### config.mk
export PLATFORM = sky130hd
export DESIGN_NAME = quick_spi_multi
export DESIGN_NICKNAME = d
export VERILOG_FILES = /design/src/rtl/quick_spi_pkg.sv /design/src/rtl/quick_spi_sclk_gen.sv /design/src/rtl/quick_spi_multi.sv
export SDC_FILE = /design/constraint.sdc
export NUM_CORES = 1
export LEC_CHECK = 0
export BUFFER_PORTS_ARGS = -buffer_cell sky130_fd_sc_hd__clkbuf_2
export CORE_UTILIZATION = 51
export CTS_CLUSTER_DIAMETER = 50
export DETAILED_ROUTE_END_ITERATION = 6
export MAX_ROUTING_LAYER = met4
export PLACE_DENSITY = 0.76
export SYNTH_ARGS = -nofsm -noshare
export SYNTH_HDL_FRONTEND = slang
export SYNTH_SLANG_ARGS = --single-unit
### constraint.sdc
create_clock -name clk -period 1.65 [get_ports clk]
set_input_delay 0.0825 -clock clk [delete_from_list [all_inputs] [get_ports clk]]
set_output_delay 0.0825 -clock clk [all_outputs]
set_load 0.005 [all_outputs]
### src/rtl/quick_spi_pkg.sv
// Shared encodings for the quick_spi_multi master: FSM states, byte/bit ordering
// selectors and operation codes.
package quick_spi_pkg;

  typedef enum logic [2:0] {
    ST_IDLE     = 3'd0,
    ST_SETUP    = 3'd1,
    ST_TRANSFER = 3'd2,
    ST_HOLD     = 3'd3,
    ST_DONE     = 3'd4
  } spi_state_e;

  localparam bit BYTES_LITTLE   = 1'b0;
  localparam bit BYTES_BIG      = 1'b1;
  localparam bit BITS_LSB_FIRST = 1'b0;
  localparam bit BITS_MSB_FIRST = 1'b1;
  localparam logic OP_WRITE     = 1'b0;
  localparam logic OP_READ      = 1'b1;

endpackage

### src/rtl/quick_spi_sclk_gen.sv
// Divides clk into CLK_DIV-spaced ticks; while edges are enabled each tick toggles
// sclk and is flagged as a leading (away from CPOL) or trailing (back to CPOL) edge.
module quick_spi_sclk_gen #(
  parameter int CLK_DIV = 1,
  parameter bit CPOL    = 1'b0
) (
  input  logic clk,
  input  logic reset_n,
  input  logic run,
  input  logic edge_en,
  output logic tick,
  output logic lead,
  output logic trail,
  output logic sclk
);

  localparam int CW = (CLK_DIV > 1) ? $clog2(CLK_DIV) : 1;
  localparam logic [CW-1:0] LAST = CW'(CLK_DIV - 1);

  logic [CW-1:0] cnt_r;
  logic          sclk_r;

  // Edge strobes decoded from the divider; sclk_r still holds the pre-edge level.
  always_comb begin
    tick  = run && (cnt_r == LAST);
    lead  = tick && edge_en && (sclk_r == CPOL);
    trail = tick && edge_en && (sclk_r != CPOL);
  end

  // Divider counter and sclk level; stopping parks sclk at its idle level.
  always_ff @(posedge clk or negedge reset_n) begin
    if (!reset_n) begin
      cnt_r  <= '0;
      sclk_r <= CPOL;
    end else if (!run) begin
      cnt_r  <= '0;
      sclk_r <= CPOL;
    end else begin
      cnt_r <= tick ? '0 : cnt_r + CW'(1);
      if (tick && edge_en) begin
        sclk_r <= ~sclk_r;
      end
    end
  end

  assign sclk = sclk_r;

endmodule

### src/rtl/quick_spi_multi.sv
// Multi-slave SPI master: one transaction of 1..MAX_BYTES bytes per request, either
// write (mosi) or read (miso), with configurable byte/bit order, CPOL, CPHA and rate.
module quick_spi_multi
  import quick_spi_pkg::*;
#(
  parameter int SLAVES_COUNT = 2,
  parameter int MAX_BYTES    = 4,
  parameter bit BYTES_ORDER  = 1'b0,
  parameter bit BITS_ORDER   = 1'b1,
  parameter bit CPOL         = 1'b0,
  parameter bit CPHA         = 1'b0,
  parameter int CLK_DIV      = 1
) (
  input  logic                               clk,
  input  logic                               reset_n,
  input  logic                               enable,
  input  logic                               start_transaction,
  input  logic [$clog2(SLAVES_COUNT)-1:0]    slave,
  input  logic                               operation,
  input  logic [$clog2(MAX_BYTES+1)-1:0]     byte_count,
  input  logic [8*MAX_BYTES-1:0]             outgoing_data,
  output logic [8*MAX_BYTES-1:0]             incoming_data,
  output logic                               busy,
  output logic                               end_of_transaction,
  output logic                               mosi,
  input  logic                               miso,
  output logic                               sclk,
  output logic [SLAVES_COUNT-1:0]            ss_n
);

  localparam int TW  = 8 * MAX_BYTES;
  localparam int IW  = $clog2(TW);
  localparam int SW  = $clog2(SLAVES_COUNT);
  localparam int NBW = $clog2(MAX_BYTES + 1);
  localparam int EW  = $clog2(16 * MAX_BYTES + 1);

  spi_state_e          state_r;
  logic                op_r;
  logic [NBW-1:0]      nbytes_r;
  logic [TW-1:0]       tx_sr_r;
  logic [TW-1:0]       rx_sr_r;
  logic [EW-1:0]       edge_cnt_r;
  logic [SLAVES_COUNT-1:0] ss_n_r;
  logic                mosi_r;
  logic                busy_r;
  logic                eot_r;
  logic [TW-1:0]       incoming_r;

  logic                run_s, edge_en_s, tick_s, lead_s, trail_s;
  logic                shift_s, sample_s;
  logic [EW-1:0]       last_edge_s;
  logic [TW-1:0]       tx_stream_s;

  function automatic logic [NBW-1:0] eff_bytes(input logic [NBW-1:0] bc);
    if ((bc == '0) || (int'(bc) > MAX_BYTES)) return NBW'(MAX_BYTES);
    else return bc;
  endfunction

  // Position p of the serial stream (p = 0 goes first) lives at stream bit TW-1-p.
  function automatic int stream_index(input int p, input int nb);
    int byte_i, bit_i;
    byte_i = (BYTES_ORDER == BYTES_BIG) ? (nb - 1 - p / 8) : (p / 8);
    bit_i  = (BITS_ORDER == BITS_MSB_FIRST) ? (7 - p % 8) : (p % 8);
    return 8 * byte_i + bit_i;
  endfunction

  function automatic logic [TW-1:0] serialize(input logic [TW-1:0] data, input logic [NBW-1:0] n);
    logic [TW-1:0] s;
    s = '0;
    for (int p = 0; p < TW; p++) begin
      if (p < 8 * int'(n)) s[IW'(TW - 1 - p)] = data[IW'(stream_index(p, int'(n)))];
    end
    return s;
  endfunction

  function automatic logic [TW-1:0] deserialize(input logic [TW-1:0] sr, input logic [NBW-1:0] n);
    logic [TW-1:0] d;
    d = '0;
    for (int p = 0; p < TW; p++) begin
      if (p < 8 * int'(n)) d[IW'(stream_index(p, int'(n)))] = sr[IW'(8 * int'(n) - 1 - p)];
    end
    return d;
  endfunction

  function automatic logic [SLAVES_COUNT-1:0] select_n(input logic [SW-1:0] s);
    logic [SLAVES_COUNT-1:0] r;
    r = '1;
    for (int i = 0; i < SLAVES_COUNT; i++) begin
      if (int'(s) == i) r[i] = 1'b0;
    end
    return r;
  endfunction

  // Divider runs through SETUP..HOLD; sclk edges are only issued in SETUP/TRANSFER.
  always_comb begin
    run_s       = enable && ((state_r == ST_SETUP) || (state_r == ST_TRANSFER) || (state_r == ST_HOLD));
    edge_en_s   = (state_r == ST_SETUP) || (state_r == ST_TRANSFER);
    shift_s     = CPHA ? lead_s : trail_s;
    sample_s    = CPHA ? trail_s : lead_s;
    last_edge_s = EW'({nbytes_r, 4'b0000});
    if (operation == OP_READ) begin
      tx_stream_s = '0;
    end else begin
      tx_stream_s = serialize(outgoing_data, eff_bytes(byte_count));
    end
  end

  quick_spi_sclk_gen #(
    .CLK_DIV (CLK_DIV),
    .CPOL    (CPOL)
  ) u_sclk_gen (
    .clk     (clk),
    .reset_n (reset_n),
    .run     (run_s),
    .edge_en (edge_en_s),
    .tick    (tick_s),
    .lead    (lead_s),
    .trail   (trail_s),
    .sclk    (sclk)
  );

  // Transaction FSM with registered ss_n/mosi/busy/eot/incoming_data.
  always_ff @(posedge clk or negedge reset_n) begin
    if (!reset_n) begin
      state_r    <= ST_IDLE;
      op_r       <= OP_WRITE;
      nbytes_r   <= '0;
      tx_sr_r    <= '0;
      rx_sr_r    <= '0;
      edge_cnt_r <= '0;
      ss_n_r     <= '1;
      mosi_r     <= 1'b0;
      busy_r     <= 1'b0;
      eot_r      <= 1'b0;
      incoming_r <= '0;
    end else if ((state_r != ST_IDLE) && !enable) begin
      state_r    <= ST_IDLE;
      edge_cnt_r <= '0;
      ss_n_r     <= '1;
      mosi_r     <= 1'b0;
      busy_r     <= 1'b0;
      eot_r      <= 1'b0;
    end else begin
      if (shift_s) begin
        mosi_r  <= tx_sr_r[TW-1];
        tx_sr_r <= tx_sr_r << 1;
      end
      if (sample_s) begin
        rx_sr_r <= {rx_sr_r[TW-2:0], miso};
      end
      case (state_r)
        ST_IDLE: begin
          eot_r <= 1'b0;
          if (start_transaction && enable) begin
            state_r    <= ST_SETUP;
            op_r       <= operation;
            nbytes_r   <= eff_bytes(byte_count);
            ss_n_r     <= select_n(slave);
            busy_r     <= 1'b1;
            edge_cnt_r <= '0;
            rx_sr_r    <= '0;
            // CPHA=0 presents the first bit before the first edge.
            tx_sr_r    <= CPHA ? tx_stream_s : (tx_stream_s << 1);
            mosi_r     <= CPHA ? 1'b0 : tx_stream_s[TW-1];
          end
        end
        ST_SETUP: begin
          if (tick_s) begin
            state_r    <= ST_TRANSFER;
            edge_cnt_r <= EW'(1);
          end
        end
        ST_TRANSFER: begin
          if (tick_s) begin
            edge_cnt_r <= edge_cnt_r + EW'(1);
            if ((edge_cnt_r + EW'(1)) == last_edge_s) state_r <= ST_HOLD;
          end
        end
        ST_HOLD: begin
          if (tick_s) begin
            state_r <= ST_DONE;
            ss_n_r  <= '1;
            busy_r  <= 1'b0;
            eot_r   <= 1'b1;
            mosi_r  <= 1'b0;
            if (op_r == OP_READ) incoming_r <= deserialize(rx_sr_r, nbytes_r);
          end
        end
        ST_DONE: begin
          state_r <= ST_IDLE;
          eot_r   <= 1'b0;
        end
        default: begin
          state_r <= ST_IDLE;
          ss_n_r  <= '1;
          busy_r  <= 1'b0;
          eot_r   <= 1'b0;
        end
      endcase
    end
  end

  assign ss_n               = ss_n_r;
  assign mosi               = mosi_r;
  assign busy               = busy_r;
  assign end_of_transaction = eot_r;
  assign incoming_data      = incoming_r;

endmodule
# Yosys cells after proc, flatten, opt, wreduce, memory -nomap -nowiden

Cells that the tools add are included.

$add $sub $neg: 18
Order comparisons: 49
Eq/ne operators: 13
Multiplexer cells: 123
Bitwise logic cells: 3
Reductions and logical operators: 23

Operators with widths:

| operator            | number |
|---|---|
| $mux 32             | 6 |
| $lt 5x7->1 const B  | 16 |
| $lt 5x6->1 const A  | 16 |
| $bmux 1 s5          | 16 |
| $mux 1              | 79 |
| $lt 4x6->1 const A  | 8 |
| $sub 5x5->5 const B | 8 |
| $mux 7              | 4 |
| $lt 3x6->1 const A  | 4 |
| $mux 3              | 8 |
| $pmux 7 s3          | 1 |
| $sub 5x4->5 const B | 4 |
| $mux 16             | 1 |
| $lt 1x6->1 const A  | 2 |
| $lt 2x6->1 const A  | 2 |
| $ne 3x1->1 const B  | 4 |
| $pmux 3 s4          | 1 |
| $sub 5x3->5 const B | 2 |
| $reduce_and 4->1    | 2 |
| $add 7x1->7 const B | 1 |
| $eq 7x7->1          | 1 |
| $logic_and 1x1->1   | 7 |
| $eq 3x2->1 const B  | 2 |
| $logic_not 3->1     | 2 |
| 23 further kinds    | 32 |

Bits in registers: 101
Input port bits: 42

# Longest topological paths before layout

Depth in word-level cells: 11
Depth in mapped cells: 9
Gate-level depth less buffers: 5

# By module

From an unflattened synthesis, not the netlist that was laid out.

Cells, all modules: 467
Area, all modules: 4819.6 um2

Modules (own cells, without submodules):

| module             | times used | cells an instance | area an instance (um2) | sequential area each (um2) |
|---|---|---|---|---|
| quick_spi_multi    | 1          | 457               | 4725.8                 | 2479.9 |
| quick_spi_sclk_gen | 1          | 10                | 93.8                   | 50.0 |

# Worst setup path before layout

OpenSTA, ideal clock, no wires.

Kind: register to register
Start point: register state_r[2]
End point: register edge_cnt_r[4]
Setup time: 92 ps
Data arrival time: 1655 ps
Data required time: 1558 ps
Path slack: -97 ps
Cell stages (with the launch flop): 8
Clock period less this slack: 1747 ps
Cell sequence: dfrtp_1 > buf_6 > nand2b_4 > buf_6 > or3b_1 > buf_2 > or2_4 > o31ai_2

Longest elaborated chain between the ends: 7

RTL lines:

| item                                            | line                                          | source |
|---|---|---|
| start, declared                                 | quick_spi_multi.sv:37                         | `spi_state_e state_r;` |
| start signal, assigned                          | quick_spi_multi.sv:125                        | `state_r <= ST_IDLE;` |
| start signal, assigned                          | quick_spi_multi.sv:137                        | `state_r <= ST_IDLE;` |
| start signal, assigned                          | quick_spi_multi.sv:155                        | `state_r <= ST_SETUP;` |
| $eq 3x1->1 / $eq 3x2->1 (equally long branches) | quick_spi_multi.sv:96, quick_spi_multi.sv:151 |  |
| $logic_or 1x1->1 (2 in series)                  | quick_spi_multi.sv:96                         | `run_s = enable && ((state_r == ST_SETUP) \|\| (state_r == ST_TRANSFER) \|\| (state_r == ST_HOLD));` |
| $logic_and 1x1->1                               | quick_spi_multi.sv:96                         |  |
| $logic_and 1x1->1                               | quick_spi_sclk_gen.sv:25                      | `tick = run && (cnt_r == LAST);` |
| $ne 3x1->1 (no source line)                     | n/a                                           |  |
| $reduce_and 4->1 (no source line)               | n/a                                           |  |
| end signal, assigned                            | quick_spi_multi.sv:175                        | `edge_cnt_r <= edge_cnt_r + EW'(1);` |
| end, declared                                   | quick_spi_multi.sv:42                         | `logic [EW-1:0] edge_cnt_r;` |

Several ways; a longest one is shown, not always the timed one.
A chain may end at the register's enable or synchronous reset.

# Worst setup path after layout

Start point: register state_r[2]
End point: register edge_cnt_r[5]

Same word-level chain as after synthesis.

==> qor.csv <==
stage;metric;value;unit
status;status;complete, no violations;
timing;Clock Skews;0.0115;ns
worst_setup_path;WP data required;1.90;ns
layout;multi-input logic area;2130;um^2
worst_setup_path;crit end category;register;
power;Leak;2.51;nW
worst_setup_path;Reg2Reg Depth;4;
synthesis;post-synth cell types;44;
routing;DRC Markers;0;
synthesis;Synth Flop Type;dfrtp_1;
floorplan;Core Rows;35;
layout;diode count;0;
job;Max-Cap Viols;0;
timing;crit share post-route;97.6;%
grt;total track usage;20.9;%
place;gpl congestion;0.846;
min_path;hold_sp;byte_count[2];
clock_network;CTS tree;done;
power;Worst VDD drop;0.000603;V
worst_setup_path;worst endpoint data arrival time;1.86;ns
layout;Reg area;2530;um^2
min_path;HP Class;input port to register;
worst_setup_path;Startpoint Class;register;
floorplan;Initial Utilization;52.6;%
timing;crit path time final;1.61;ns
synthesis;ys async rst share;100;%
routing;initial drt markers;265;
timing;fmax;621;MHz
synthesis;synth warn;0;
routing;routed vias/inst;5.43;
worst_setup_path;CP max stage delay;0.44;ns
floorplan;Die H;99.4;um
worst_setup_path;critical path's top delay family;simple AND/OR/NAND/NOR gates;
clock_network;cts bufs inserted;9;
floorplan;die area;9880;um^2
clock_network;Sinks on Clock Net;101;
floorplan;Die X;99.4;um
worst_setup_path;Setup Crit Path Kind;register to register;
grt;initial antenna violation count;0;
layout;NumNets Final;626;
worst_setup_path;Worst R2R End;edge_cnt_r[5]$_DFFE_PN0P_;
power;Design Power;6.20;mW
synthesis;sequential area share after synthesis;52.3;%
synthesis;Mapped Cells;538;
routing;Avg WL per Cell;14.1;um
power;power per cell area;1110;nW/um^2
worst_setup_path;Crit-path slowest cell;dfrtp_1;
synthesis;Cell Area, Synth;4840;um^2
place;Final HPWL DP;6370;um
layout;synth-to-layout area growth;15.9;%
worst_setup_path;Reg2Reg Launch Point;state_r[2]$_DFFE_PN0P_;
clock_network;Worst-Skew Late Latency;0.35;ns
timing;unrepaired setup endpoints after global routing;yes;
place;port bufs;31;
routing;final WL;9810;um
routing;Detail Route Antenna Nets;0;
timing;final count of negative-setup-slack endpoints;0;
worst_setup_path;CP cell instances;nand2b_4 > or3b_1 > or2_4 > o41ai_4;
worst_setup_path;worst-path fanout max;5;
worst_setup_path;setup slack, reg-to-reg;0.04;ns
routing;via count;3793;
timing;Final Max Slew Viols;0;
floorplan;core area;9200;um^2
grt;first-pass GRT wire length;16000;um
synthesis;flop and latch count out of synthesis;101;
floorplan;num ports;80;
clock_network;H-tree Lvls;3;
timing;Final Hold Fails;0;
clock_network;Clock Path Buffers;2;
clock_network;Root Buffer;clkbuf_8;
routing;DRT Pass-1 Iters;5;
timing;Min Hold Slack;0.0329;ns
grt;largest net degree at the start of global routing;72;
grt;vias in the first global route;3486;
layout;share of layout cells above drive strength 1;19.4;%
layout;fillcell total;756;
min_path;hold endpoint;nbytes_r[0]$_DFFE_PN0P_;
grt;total gr overflow;0;
synthesis;EDFF count, synth;0;
synthesis;post-synthesis average cell area;8.99;um^2
clock_network;CTS clk-pin slew, worst paths;0.09;ns
min_path;hold depth;4;
worst_setup_path;CP bufs+invs;0;
[stage by stage]
stage / setup WS [ns] / utilization (%) / instances / TNS [ns] / cell area [um^2]
finish: 0.0396 / 61.0 / 698 / 0 / 5610
global route: -0.0272 / 61.0 / 698 / -0.0668 / 5610
CTS: 0.0108 / 59.5 / 693 / 0 / 5480
detailed placement: -0.0584 / 56.5 / 670 / -0.111 / 5200
global placement: 0.00201 / 56.5 / 670 / 0 / 5200
floorplan: -0.0969 / - / 554 / -0.377 / 4900
[final cells by class]
cell class / count / share of cell area [%]
Tap cell: 111 / 2.48
Multi-Input combinational cell: 394 / 38.0
Inverter: 6 / 0.402
Sequential cell: 101 / 45.2
Clock buffer: 13 / 2.83
Timing Repair Buffer: 70 / 10.3
Clock inverter: 3 / 0.781
[layout by cell type, fill, tap and decap left out, types with 8 or more instances in the layout]
cell / netlist / final
mux2i_1: 16 / 16
buf_4: 16 / 24
a21oi_1: 84 / 82
o31ai_1: 8 / 8
nand2_1: 156 / 155
dfrtp_1: 99 / 95
nor2_1: 28 / 28
clkbuf_2: 0 / 30
o21ai_0: 23 / 21
mux2_2: 9 / 9
conb_1: 1 / 17
clkbuf_8: 0 / 11
[worst max path at each step]
| stage | from | end | slack [ns] | depth (start not counted) |
|---|---|---|---|---|
| 6_report | state_r[2]$_DFFE_PN0P_ | edge_cnt_r[5]$_DFFE_PN0P_ | 0.04 | 4 |
| 5_1_grt | state_r[2]$_DFFE_PN0P_ | edge_cnt_r[0]$_DFFE_PN0P_ | -0.03 | 5 |
| 4_1_cts | state_r[0]$_DFFE_PN0P_ | edge_cnt_r[5]$_DFFE_PN0P_ | 0.01 | 6 |
| 3_5_place_dp | state_r[0]$_DFFE_PN0P_ | edge_cnt_r[5]$_DFFE_PN0P_ | -0.06 | 6 |
| 3_3_place_gp | state_r[0]$_DFFE_PN0P_ | edge_cnt_r[4]$_DFFE_PN0P_ | 0.002 | 6 |
| 2_1_floorplan | state_r[2]$_DFFE_PN0P_ | edge_cnt_r[4]$_DFFE_PN0P_ | -0.1 | 7 |
[registers in the layout (all words and copies together) (netlist names)]
| signal | count |
|---|---|
| incoming_data | 16 |
| nbytes_r | 3 |
| mosi | 1 |
| u_sclk_gen.sclk | 1 |
| tx_sr_r | 32 |
| op_r | 1 |
| ss_n | 2 |
| end_of_transaction | 1 |
| edge_cnt_r | 7 |
| rx_sr_r | 32 |
| busy | 1 |
| u_sclk_gen.cnt_r | 1 |
| state_r | 3 |
[synthesized netlist by cell type (2+ instances only)]
cell | count | area share, %
nand2_1 | 156 | 12
dfrtp_1 | 99 | 51
a21oi_1 | 84 | 8.7
nor2_1 | 28 | 2.2
clkbuf_1 | 23 | 1.8
o21ai_0 | 23 | 2.4
buf_4 | 16 | 2.5
mux2i_1 | 16 | 3.3
buf_2 | 12 | 1.2
mux2_2 | 9 | 2.1
o31ai_1 | 8 | 1.2
inv_1 | 6 | 0.47
xnor2_1 | 5 | 0.91
nand2b_1 | 4 | 0.52
nand3_1 | 4 | 0.41
nor2b_1 | 4 | 0.52
a31oi_1 | 3 | 0.39
o31ai_2 | 3 | 0.78
a21o_1 | 2 | 0.31
and3_1 | 2 | 0.26
buf_6 | 2 | 0.47
dfstp_2 | 2 | 1.1
ha_1 | 2 | 0.52
nand4_1 | 2 | 0.26
nor3_1 | 2 | 0.21
nor4_2 | 2 | 0.52
xor2_1 | 2 | 0.36
[cell families after synthesis]
logic type | after synthesis | synth area share [%]
AOI/OAI and AO/OA | 131 | 15.3
muxes | 26 | 5.87
adders and majority gates | 2 | 0.517
buffers and inverters | 59 | 6.44
xor gates and xnor gates | 7 | 1.27
other | 1 | 0.0775
and+or+nand+nor | 211 | 18.2
DFF | 101 | 52.3
[worst reg2reg max path: cells and delay by family (launching register included)]
kind / cells / cell delay [ns]
compound gates: 1 / 0.21
flops: 1 / 0.44
simple gates: 3 / 0.87
[power by group]
part	switching [mW]	leakage, nW	total [mW]	internal (mW)
Clock	0.795	0.104	1.58	0.787
Combinational	1.02	1.03	1.79	0.778
Sequential	0.186	1.38	2.82	2.64
[layer usage]
metal | up-vias | track usage [%] | routed length (um) | part of all wire [%]
met5 | - | - | 0 | 0
met4 | 0 | 4.86 | 70 | 0.71
met3 | 9 | 4.50 | 476 | 4.9
met2 | 106 | 33.8 | 5040 | 51
met1 | 1824 | 27.2 | 4220 | 43
li1 | 1854 | - | - | -
[what timing repair did]
item,CTS,global route
pin swaps,0,8
gates resized for setup,3,19
endpoints found under the hold margin,105,0
cloned,0,2
endpoints found under the setup margin,11,61
setup buffers,1,3
hold buffers,6,0
Note: power is estimated with default switching activity, not from simulation.
